**src/rtl/da_fir_pkg.sv**
```systemverilog
// Shared definitions for the distributed-arithmetic FIR core and its stream feeder.
package da_fir_pkg;

    localparam int OPSIZE_DEFAULT = 12;
    localparam int BAAT_DEFAULT   = 3;

    typedef enum logic [1:0] {
        IDLE,
        START,
        WAIT
    } feeder_state_t;

    // Core iterations per sample.
    function automatic int cyc(input int opsize, input int baat);
        return opsize / baat;
    endfunction

endpackage

```
**src/rtl/sync_fifo.sv**
```systemverilog
// Single-clock FIFO with a combinational head output and an occupancy count.
module sync_fifo #(
    parameter int WIDTH = 8,
    parameter int DEPTH = 8
) (
    input  logic                     clk,
    input  logic                     rst,
    input  logic                     push,
    input  logic [WIDTH-1:0]         push_data,
    input  logic                     pop,
    output logic [WIDTH-1:0]         pop_data,
    output logic                     full,
    output logic                     empty,
    output logic [$clog2(DEPTH):0]   level
);

    localparam int AW = $clog2(DEPTH);

    logic [WIDTH-1:0] mem [DEPTH];
    logic [AW-1:0]    wr_ptr;
    logic [AW-1:0]    rd_ptr;
    logic             do_push;
    logic             do_pop;

    assign full     = (level == (AW+1)'(DEPTH));
    assign empty    = (level == '0);
    assign do_push  = push && !full;
    assign do_pop   = pop && !empty;
    assign pop_data = mem[rd_ptr];

    // NOTE: sequential state uses non-blocking assignments so every flop samples pre-edge values.
    always_ff @(posedge clk) begin
        if (rst) begin
            wr_ptr <= '0;
            rd_ptr <= '0;
            level  <= '0;
        end else begin
            // Power-of-two depth lets the pointers wrap on their own.
            if (do_push) wr_ptr <= wr_ptr + 1'b1;
            if (do_pop)  rd_ptr <= rd_ptr + 1'b1;
            case ({do_push, do_pop})
                2'b10:   level <= level + 1'b1;
                2'b01:   level <= level - 1'b1;
                default: level <= level;
            endcase
        end
    end

    // NOTE: storage has no reset; entries are only read after being written, so it can map to RAM.
    always_ff @(posedge clk) begin
        if (do_push) mem[wr_ptr] <= push_data;
    end

endmodule

```
**src/rtl/da_fir_feeder.sv**
```systemverilog
// Stream front-end for the DA FIR core: buffers samples, launches one computation per sample,
// and returns each result on a back-pressured output stream.
module da_fir_feeder
    import da_fir_pkg::*;
#(
    parameter int OPSIZE  = OPSIZE_DEFAULT,
    parameter int BAAT    = BAAT_DEFAULT,
    parameter int DEPTH   = 8,
    parameter int TIMEOUT = 64
) (
    input  logic                     clk,
    input  logic                     rst,
    input  logic                     s_valid,
    output logic                     s_ready,
    input  logic [OPSIZE-1:0]        s_data,
    output logic                     fir_start,
    output logic [OPSIZE-1:0]        fir_xin,
    input  logic                     fir_ready,
    input  logic [OPSIZE:0]          fir_yout,
    output logic                     m_valid,
    input  logic                     m_ready,
    output logic [OPSIZE:0]          m_data,
    output logic [$clog2(DEPTH):0]   level,
    output logic                     busy,
    output logic                     err
);

    localparam int CW = $clog2(TIMEOUT);

    if (OPSIZE % BAAT != 0) begin : g_bad_baat
        $error("OPSIZE must be a multiple of BAAT");
    end
    if (DEPTH < 2 || (DEPTH & (DEPTH - 1)) != 0) begin : g_bad_depth
        $error("DEPTH must be a power of two, at least 2");
    end
    if (TIMEOUT <= cyc(OPSIZE, BAAT) + 2) begin : g_bad_timeout
        $error("TIMEOUT must exceed one core computation");
    end

    feeder_state_t     state;
    feeder_state_t     state_nxt;
    logic [CW-1:0]     wait_cnt;
    logic              launch;
    logic              capture;
    logic              timeout;
    logic              fifo_full;
    logic              fifo_empty;
    logic [OPSIZE-1:0] fifo_head;

    sync_fifo #(
        .WIDTH (OPSIZE),
        .DEPTH (DEPTH)
    ) u_fifo (
        .clk       (clk),
        .rst       (rst),
        .push      (s_valid && s_ready),
        .push_data (s_data),
        .pop       (launch),
        .pop_data  (fifo_head),
        .full      (fifo_full),
        .empty     (fifo_empty),
        .level     (level)
    );

    assign s_ready   = !fifo_full;
    assign fir_start = (state == START);
    assign busy      = (state != IDLE);

    // NOTE: every signal written here gets a default first, so no path leaves it unassigned (no latch).
    always_comb begin
        state_nxt = state;
        launch    = 1'b0;
        capture   = 1'b0;
        timeout   = 1'b0;
        case (state)
            IDLE: begin
                // Launch only into an idle core so it is never restarted mid-computation.
                if (!fifo_empty && fir_ready) begin
                    launch    = 1'b1;
                    state_nxt = START;
                end
            end
            START: state_nxt = WAIT;
            WAIT: begin
                if (fir_ready) begin
                    // The core holds yout while idle, so a blocked output slot just waits here.
                    if (!m_valid || m_ready) begin
                        capture   = 1'b1;
                        state_nxt = IDLE;
                    end
                end else if (wait_cnt == CW'(TIMEOUT - 1)) begin
                    timeout   = 1'b1;
                    state_nxt = IDLE;
                end
            end
            default: state_nxt = IDLE;
        endcase
    end

    always_ff @(posedge clk) begin
        if (rst) begin
            state    <= IDLE;
            fir_xin  <= '0;
            wait_cnt <= '0;
            m_valid  <= 1'b0;
            m_data   <= '0;
            err      <= 1'b0;
        end else begin
            state <= state_nxt;
            if (launch) fir_xin <= fifo_head;
            // Only cycles spent waiting on the core count toward the timeout.
            if (state != WAIT)   wait_cnt <= '0;
            else if (!fir_ready) wait_cnt <= wait_cnt + 1'b1;
            if (capture) begin
                m_valid <= 1'b1;
                m_data  <= fir_yout;
            end else if (m_ready) begin
                m_valid <= 1'b0;
            end
            if (timeout) err <= 1'b1;
        end
    end

endmodule

```
**config.mk**
```make
export PLATFORM = sky130hd
export DESIGN_NAME = da_fir_feeder
export DESIGN_NICKNAME = d
export VERILOG_FILES = /design/src/rtl/da_fir_pkg.sv /design/src/rtl/sync_fifo.sv /design/src/rtl/da_fir_feeder.sv
export SDC_FILE = /design/constraint.sdc
export NUM_CORES = 1
export LEC_CHECK = 0
export CORE_MARGIN = 4
export CORE_UTILIZATION = 55
export DETAILED_ROUTE_END_ITERATION = 10
export PLACE_DENSITY = 0.81
export SLEW_MARGIN = 20
export SYNTH_ARGS = -nofsm -noshare
export SYNTH_HDL_FRONTEND = slang
export SYNTH_SLANG_ARGS = --single-unit
```
**constraint.sdc**
```tcl
create_clock -name clk -period 3.11 [get_ports clk]
set_input_delay 0.622 -clock clk [delete_from_list [all_inputs] [get_ports clk]]
set_output_delay 0.622 -clock clk [all_outputs]
set_load 0.02 [all_outputs]
```
==> impl_metrics.tcl, run 1 <==
set metrics [dict create \
    finalHoldViolations 0 \
    fin_worst_skew_ns 0.009707 \
    overall_fraction_of_global_route_tracks_in_use 0.2015 \
    std_cell_rows 36 \
    finalCriticalPeriod_ns 2.755 \
    path_class "reg2out" \
    cts_resized 0 \
    final_area_um2 6920 \
    flow.area_growth_from_synthesis_pct 24.85 \
    cts_htree_levels 4 \
    hpwl_um 6809 \
    number_of_max_slew_violations_in_the_final_report 0 \
    slowest_delay_ns 0.64 \
    synth_largest_type_area_fraction 0.5201 \
    ant_nets 0 \
    synth.yosys.seq_area_share 0.6826 \
    nets 457 \
    path_delay_family "simple AND/OR/NAND/NOR gates" \
    yosys_most_used_dff "sky130_fd_sc_hd__edfxtp_1" \
    power.ir.vdd_worst_v 0.0004923 \
    p_leak_nw 2.336 \
    clock-root-buffer "sky130_fd_sc_hd__clkbuf_8" \
    post-route-period-util 0.8860 \
    synth_top_cells_by_area "sky130_fd_sc_hd__edfxtp_1 52%, sky130_fd_sc_hd__dfxtp_1 16%, sky130_fd_sc_hd__mux4_2 9.8%" \
    count_of_routing_violations_after_the_opening_detailed_route_iteration 194 \
    cp_cell_sequence "or4b_1, clkdlybuf4s50_1" \
    count_of_cell_types_in_the_netlist 43 \
    post_cts.repair.setup_buffers 0 \
    fraction_of_layout_cells_with_a_size_suffix_above_1 0.2281 \
    synthDominantAreaCellType "sky130_fd_sc_hd__edfxtp_1" \
    status "finished clean" \
    cts_hold_buf 0 \
    synthesis.nets 375 \
    die_area_um2 11750 \
    vias 3183 \
    tritoncts "yes" \
    buffers_inverters_on_critical_path 1 \
    insertedDiodeCount 0 \
    totalNegativeSetupSlack_ns 0 \
    pin_count_of_the_biggest_net_entering_global_routing 27 \
    synthArstFlopShare 0 \
    ctsLongestPathBuffers 2 \
    worstHoldPathType "reg2reg" \
    gp_congestion 0.7331 \
    unrepaired_setup_endpoints_after_global_routing "no" \
    route.detailed.wl_per_inst_um 19.53 \
    antenna_found_initial 0 \
    worst_path_max_delay_cell "sky130_fd_sc_hd__or4b_1" \
    detail_route.vias_per_cell 5.614 \
    die_w_um 108.4 \
    worstSkewPairLatency_ns 0.52 \
    io-pin-count 64 \
    yosysWarningCount 0 \
    power.density_nw_per_um2 843.3 \
    detail_route.first_pass.iterations 4 \
    critical_path.startpoint_type "register" \
    clkTransAtPathRegs_ns 0.07 \
    synthesis.area_um2 5543 \
    grt_pass1_vias 3292 \
    grt_first_pass_wirelength_um 17350 \
    synth_area_per_cell_um2 16.35 \
    worst_slew_pin_slew_ns 0.5086 \
    grt_overflow 0 \
    drc 0 \
    fp.dieH_um 108.4 \
    report.final.setup_viol 0 \
    synth_enable_flop_cells 96 \
    cts-buffers-inserted 17 \
    cts_sinks 141 \
    synth_cells 339 \
    placed_area_um2 6354 \
    crit_required_ns 2.49 \
    routed_wirelength_um 11080 \
    post-layout-total-power_mw 5.836 \
    timing.critical_path.to_type "primary output" \
    synth-seq-cells 141 \
    fmax_mhz 362.9 \
    port_buffers 63 \
    initial_core_util 0.5671 \
    maxCapViolCount 0 \
    crit_path_max_fanout 7 \
    slew_margin_rel 0.6599 \
    worstPathArrival_ns 2.13 \
    core_area_um2 9774 \
]
[per-layer routing]
layer / track usage / up-vias / share of wire
met5: 0 / - / 0
li1: - / 1462 / -
met4: 0.06943 / 0 / 0.012
met2: 0.3397 / 119 / 0.50
met3: 0.05612 / 10 / 0.065
met1: 0.2520 / 1592 / 0.42
[logic make-up (layout without fill, tap and decap cells)]
| group | Yosys count | after routing | share of synthesized area |
|---|---|---|---|
| DFF | 141 | 141 | 0.6826 |
| and+or+nand+nor | 96 | 96 | 0.1075 |
| muxes | 41 | 41 | 0.1284 |
| AOI/OAI and AO/OA | 24 | 24 | 0.02619 |
| buffers and inverters | 20 | 115 | 0.02438 |
| xor gates and xnor gates | 11 | 11 | 0.01738 |
| adders and majority gates | 6 | 6 | 0.01354 |
[path summary, 6_finish.rpt]
kind / start / endpoint / slack, ns / cells past startpoint
max: u_fifo.level[0]$_SDFFE_PP0P_ / s_ready / 0.35 / 2
min: fir_xin[2]$_SDFFE_PP0N_ / fir_xin[2]$_SDFFE_PP0N_ / 0.50 / 2
max reg2reg: u_fifo.level[0]$_SDFFE_PP0P_ / u_fifo.level[3]$_SDFFE_PP0P_ / 0.40 / 6
min reg2reg: fir_xin[2]$_SDFFE_PP0N_ / fir_xin[2]$_SDFFE_PP0N_ / 0.50 / 2
[synthesized netlist by cell type, drive strengths merged, types with 6 or more instances]
cell type,instances
edfxtp,96
dfxtp,45
nor2,44
mux4,24
buf,16
mux2i,16
nor3,16
o22ai,12
nand3,7
xor2,7
a21oi,6
ha,6
nand2,6
nor2b,6
[layout by cell type (no fill, tap or decap), types with 5 or more instances in the layout]
cell                               n
sky130_fd_sc_hd__edfxtp_1         96
sky130_fd_sc_hd__nand3_1           5
sky130_fd_sc_hd__xor2_1            7
sky130_fd_sc_hd__dfxtp_1          45
sky130_fd_sc_hd__nor2b_1           5
sky130_fd_sc_hd__mux2i_1          16
sky130_fd_sc_hd__nand2_1           5
sky130_fd_sc_hd__nor2_4            8
sky130_fd_sc_hd__o22ai_1          12
sky130_fd_sc_hd__nor2_1           36
sky130_fd_sc_hd__a21oi_1           6
sky130_fd_sc_hd__buf_4            18
sky130_fd_sc_hd__ha_1              6
sky130_fd_sc_hd__nor3_1            9
sky130_fd_sc_hd__mux4_2           24
sky130_fd_sc_hd__clkbuf_16        16
sky130_fd_sc_hd__nor3_2            7
sky130_fd_sc_hd__clkdlybuf4s50_1  63
[registers in the layout, indices dropped and copies added, names as in the netlist]
register       count
state              2
u_fifo.rd_ptr      3
u_fifo.mem        96
m_valid            1
m_data            13
wait_cnt           6
u_fifo.level       4
u_fifo.wr_ptr      3
fir_xin           12
err                1
[power breakdown]
part           total [mW]  internal, mW  leakage (nW)  switching, mW
Clock                1.89          1.02         0.269          0.863
Sequential           2.35          2.21          1.24          0.145
Combinational        1.59         0.779         0.830          0.816
Total                5.84          4.01          2.34           1.82
[final cells by class]
cell class              instances  area (µm²)
flip-flops and latches        141        3784
fillers                       616        2854
multi-input cells             178        1630
repair buffers                 81       765.7
clock buffers                  17       414.1
well taps                     133       166.4
clock inverters                15       152.6
inverters                       2       7.507
[worst reg2reg max path, stage by stage (launching register included)]
cell and delay [ns]:
sky130_fd_sc_hd__dfxtp_1 0.37, sky130_fd_sc_hd__or4b_1 0.64, sky130_fd_sc_hd__nand2_2 0.21, sky130_fd_sc_hd__ha_1 0.34, sky130_fd_sc_hd__or3_2 0.50, sky130_fd_sc_hd__o32ai_1 0.17
sky130_fd_sc_hd__mux2_2 0.37
[through the flow]
stage	worst slack, ns	instances	util	hold WS (ns)
after floorplan	0.2419	339	-	0.4711
after detailed placement	0.1921	535	0.6500	0.4827
after global routing	0.2247	567	0.7080	0.5262
after CTS	0.3391	567	0.7080	0.4958
after global placement	0.1898	535	0.6500	0.4569
final	0.3545	567	0.7080	0.4980
(Power assumes the default switching activity.)
==> inputs of run 2 (changes only) <==
==> constraint.sdc (replaced) <==
create_clock -name clk -period 2.7 [get_ports clk]
set_input_delay 0.54 -clock clk [delete_from_list [all_inputs] [get_ports clk]]
set_output_delay 0.54 -clock clk [all_outputs]
set_load 0.02 [all_outputs]
==> run 2 against run 1 <==
Clock-buffer cell count grew 2; worst setup slack got worse by 0.11 ns; cell count grew 0.53%; via count down 2.3%; largest cell class unchanged.
==> impl_metrics.tcl, run 2 (synthesis results as in run 1) <==
set metrics [dict create \
    drc 0 \
    overall_fraction_of_global_route_tracks_in_use 0.2071 \
    cts-buffers-inserted 17 \
    clock_power_share 0.330 \
    sequentialPowerShare 0.399 \
    die_area_um2 11750 \
    routed_wirelength_um 10920 \
    power.density_nw_per_um2 980.5 \
    worst_slew_pin_slew_ns 0.5728 \
    layout_top_registers "u_fifo.mem x96, m_data x13, fir_xin x12" \
    clkTransAtPathRegs_ns 0.06 \
    path_delay_family "simple AND/OR/NAND/NOR gates" \
    power.ir.vdd_worst_v 0.0005757 \
    max_reg_flops 96 \
    crit_required_ns 3.10 \
    vias 3110 \
    cts_sinks 141 \
    grt_first_pass_wirelength_um 17860 \
    unrepaired_setup_endpoints_after_global_routing "no" \
    area.sequential_um2 3787 \
    route.detailed.wl_per_inst_um 19.16 \
    fraction_of_layout_cells_with_a_size_suffix_above_1 0.2380 \
    hpwl_um 6697 \
    post_cts.repair.setup_buffers 0 \
    cts_resized 0 \
    count_of_routing_violations_after_the_opening_detailed_route_iteration 168 \
    leading_cell_types_in_the_layout_fill_and_taps_excluded "96 x sky130_fd_sc_hd__edfxtp_1, 62 x sky130_fd_sc_hd__clkdlybuf4s50_1, 42 x sky130_fd_sc_hd__dfxtp_1, 36 x sky130_fd_sc_hd__nor2_1, 24 x sky130_fd_sc_hd__mux4_2" \
    number_of_max_slew_violations_in_the_final_report 0 \
    setup_slack_ns 0.2477 \
    grt_pass1_vias 3283 \
    tritoncts "yes" \
    fin_worst_skew_ns 0.02022 \
    p_leak_nw 2.359 \
    finalHoldViolations 0 \
    cts_hold_buf 0 \
    insertedDiodeCount 0 \
    grt_overflow 0 \
    worstSkewPairLatency_ns 0.53 \
    flow.area_growth_from_synthesis_pct 25.98 \
    die_w_um 108.4 \
    layout_commonest_cell "sky130_fd_sc_hd__edfxtp_1" \
    timing.critical_path.to_type "register" \
    gp_congestion 0.7250 \
    fmax_mhz 407.8 \
    post-route-period-util 0.9083 \
    totalNegativeSetupSlack_ns 0 \
    number_of_placed_instances_with_taps_included 538 \
    crit_path_max_fanout 8 \
    power_report.internal_total_mw 4.820 \
    area_taken_by_multi_input_logic_gates_um2 1643 \
    slowest_delay_ns 0.61 \
    pin_count_of_the_biggest_net_entering_global_routing 27 \
    antenna_found_initial 0 \
    nets 460 \
    power.share.combinational 0.272 \
    report.final.setup_viol 0 \
    finalCriticalPeriod_ns 2.452 \
    cts_htree_levels 4 \
    path_class "reg2reg" \
    top_register "u_fifo.mem" \
    detail_route.first_pass.iterations 5 \
    detail_route.vias_per_cell 5.456 \
    ant_nets 0 \
    power.switching_mw 2.027 \
    maxCapViolCount 0 \
    port_buffers 63 \
    ctsLongestPathBuffers 2 \
    clock-root-buffer "sky130_fd_sc_hd__clkbuf_8" \
    worstHoldPathType "reg2reg" \
    buffers_inverters_on_critical_path 0 \
    fp.dieH_um 108.4 \
    io-pin-count 64 \
    slew_margin_rel 0.6176 \
    num-fill-cells 644 \
    layout.cells.non_filler 570 \
    std_cell_rows 36 \
    worstPathArrival_ns 2.86 \
    dp_slack_ns -0.07046 \
    cp_cell_sequence "or4b_1, nand2_2, ha_4, or3_2, o32ai_1, mux2_2" \
    initial_core_util 0.5671 \
    status "finished clean" \
    core_area_um2 9774 \
    worst_path_max_delay_cell "sky130_fd_sc_hd__or4b_1" \
    critical_path.startpoint_type "register" \
    post-layout-total-power_mw 6.847 \
    power_switching_share 0.2960 \
]
run 2: layer usage:
metal / track usage / wire, µm / up-vias
met4: 0.07124 / 64 / 0
met1: 0.2655 / 4368 / 1524
met2: 0.3344 / 5611 / 116
met5: 0 / 0 / -
met3: 0.06806 / 877 / 8
li1: - / - / 1462
run 2: power by group through the flow:
| stage | sequential [mW] | combinational, mW | clock, mW |
|---|---|---|---|
| after floorplan | 2.88 | 1.21 | 0 |
| after global placement | 2.76 | 1.83 | 0 |
| after detailed placement | 2.77 | 1.87 | 0 |
| after CTS | 2.73 | 1.89 | 2.29 |
| after global routing | 2.76 | 2.04 | 2.40 |
| final | 2.73 | 1.86 | 2.26 |
run 2: area by class of cell:
type,instances,area share
Multi-Input combinational cell,178,0.2353
Inverter,2,0.001075
Tap cell,133,0.02383
Clock inverter,13,0.02204
Timing Repair Buffer,84,0.1150
Clock buffer,19,0.06038
Sequential cell,141,0.5424
run 2: through the flow:
step / hold WS [ns] / cell area (µm²) / utilization
floorplan: 0.4711 / 5562 / -
global placement: 0.4593 / 6405 / 0.6553
detailed placement: 0.4823 / 6405 / 0.6553
CTS: 0.4952 / 6980 / 0.7142
global route: 0.5186 / 6983 / 0.7144
finish: 0.4928 / 6983 / 0.7144
run 2: worst paths after layout:
check / slack (ns) / endpoint / startpoint / depth (start not counted)
setup / recovery: 0.25 / u_fifo.level[3]$_SDFFE_PP0P_ / u_fifo.level[1]$_SDFFE_PP0P_ / 6
hold / removal: 0.49 / m_data[7]$_SDFFE_PP0P_ / m_data[7]$_SDFFE_PP0P_ / 2
setup reg to reg: 0.25 / u_fifo.level[3]$_SDFFE_PP0P_ / u_fifo.level[1]$_SDFFE_PP0P_ / 6
hold reg to reg: 0.49 / m_data[7]$_SDFFE_PP0P_ / m_data[7]$_SDFFE_PP0P_ / 2
run 2: worst reg2reg max path, delay by kind of cell, from the launching register on:
kind | cells | cell delay, ns
AOI/OAI and AO/OA | 1 | 0.16
DFF | 1 | 0.36
adders and majority gates | 1 | 0.21
and+or+nand+nor | 3 | 1.25
muxes | 1 | 0.36
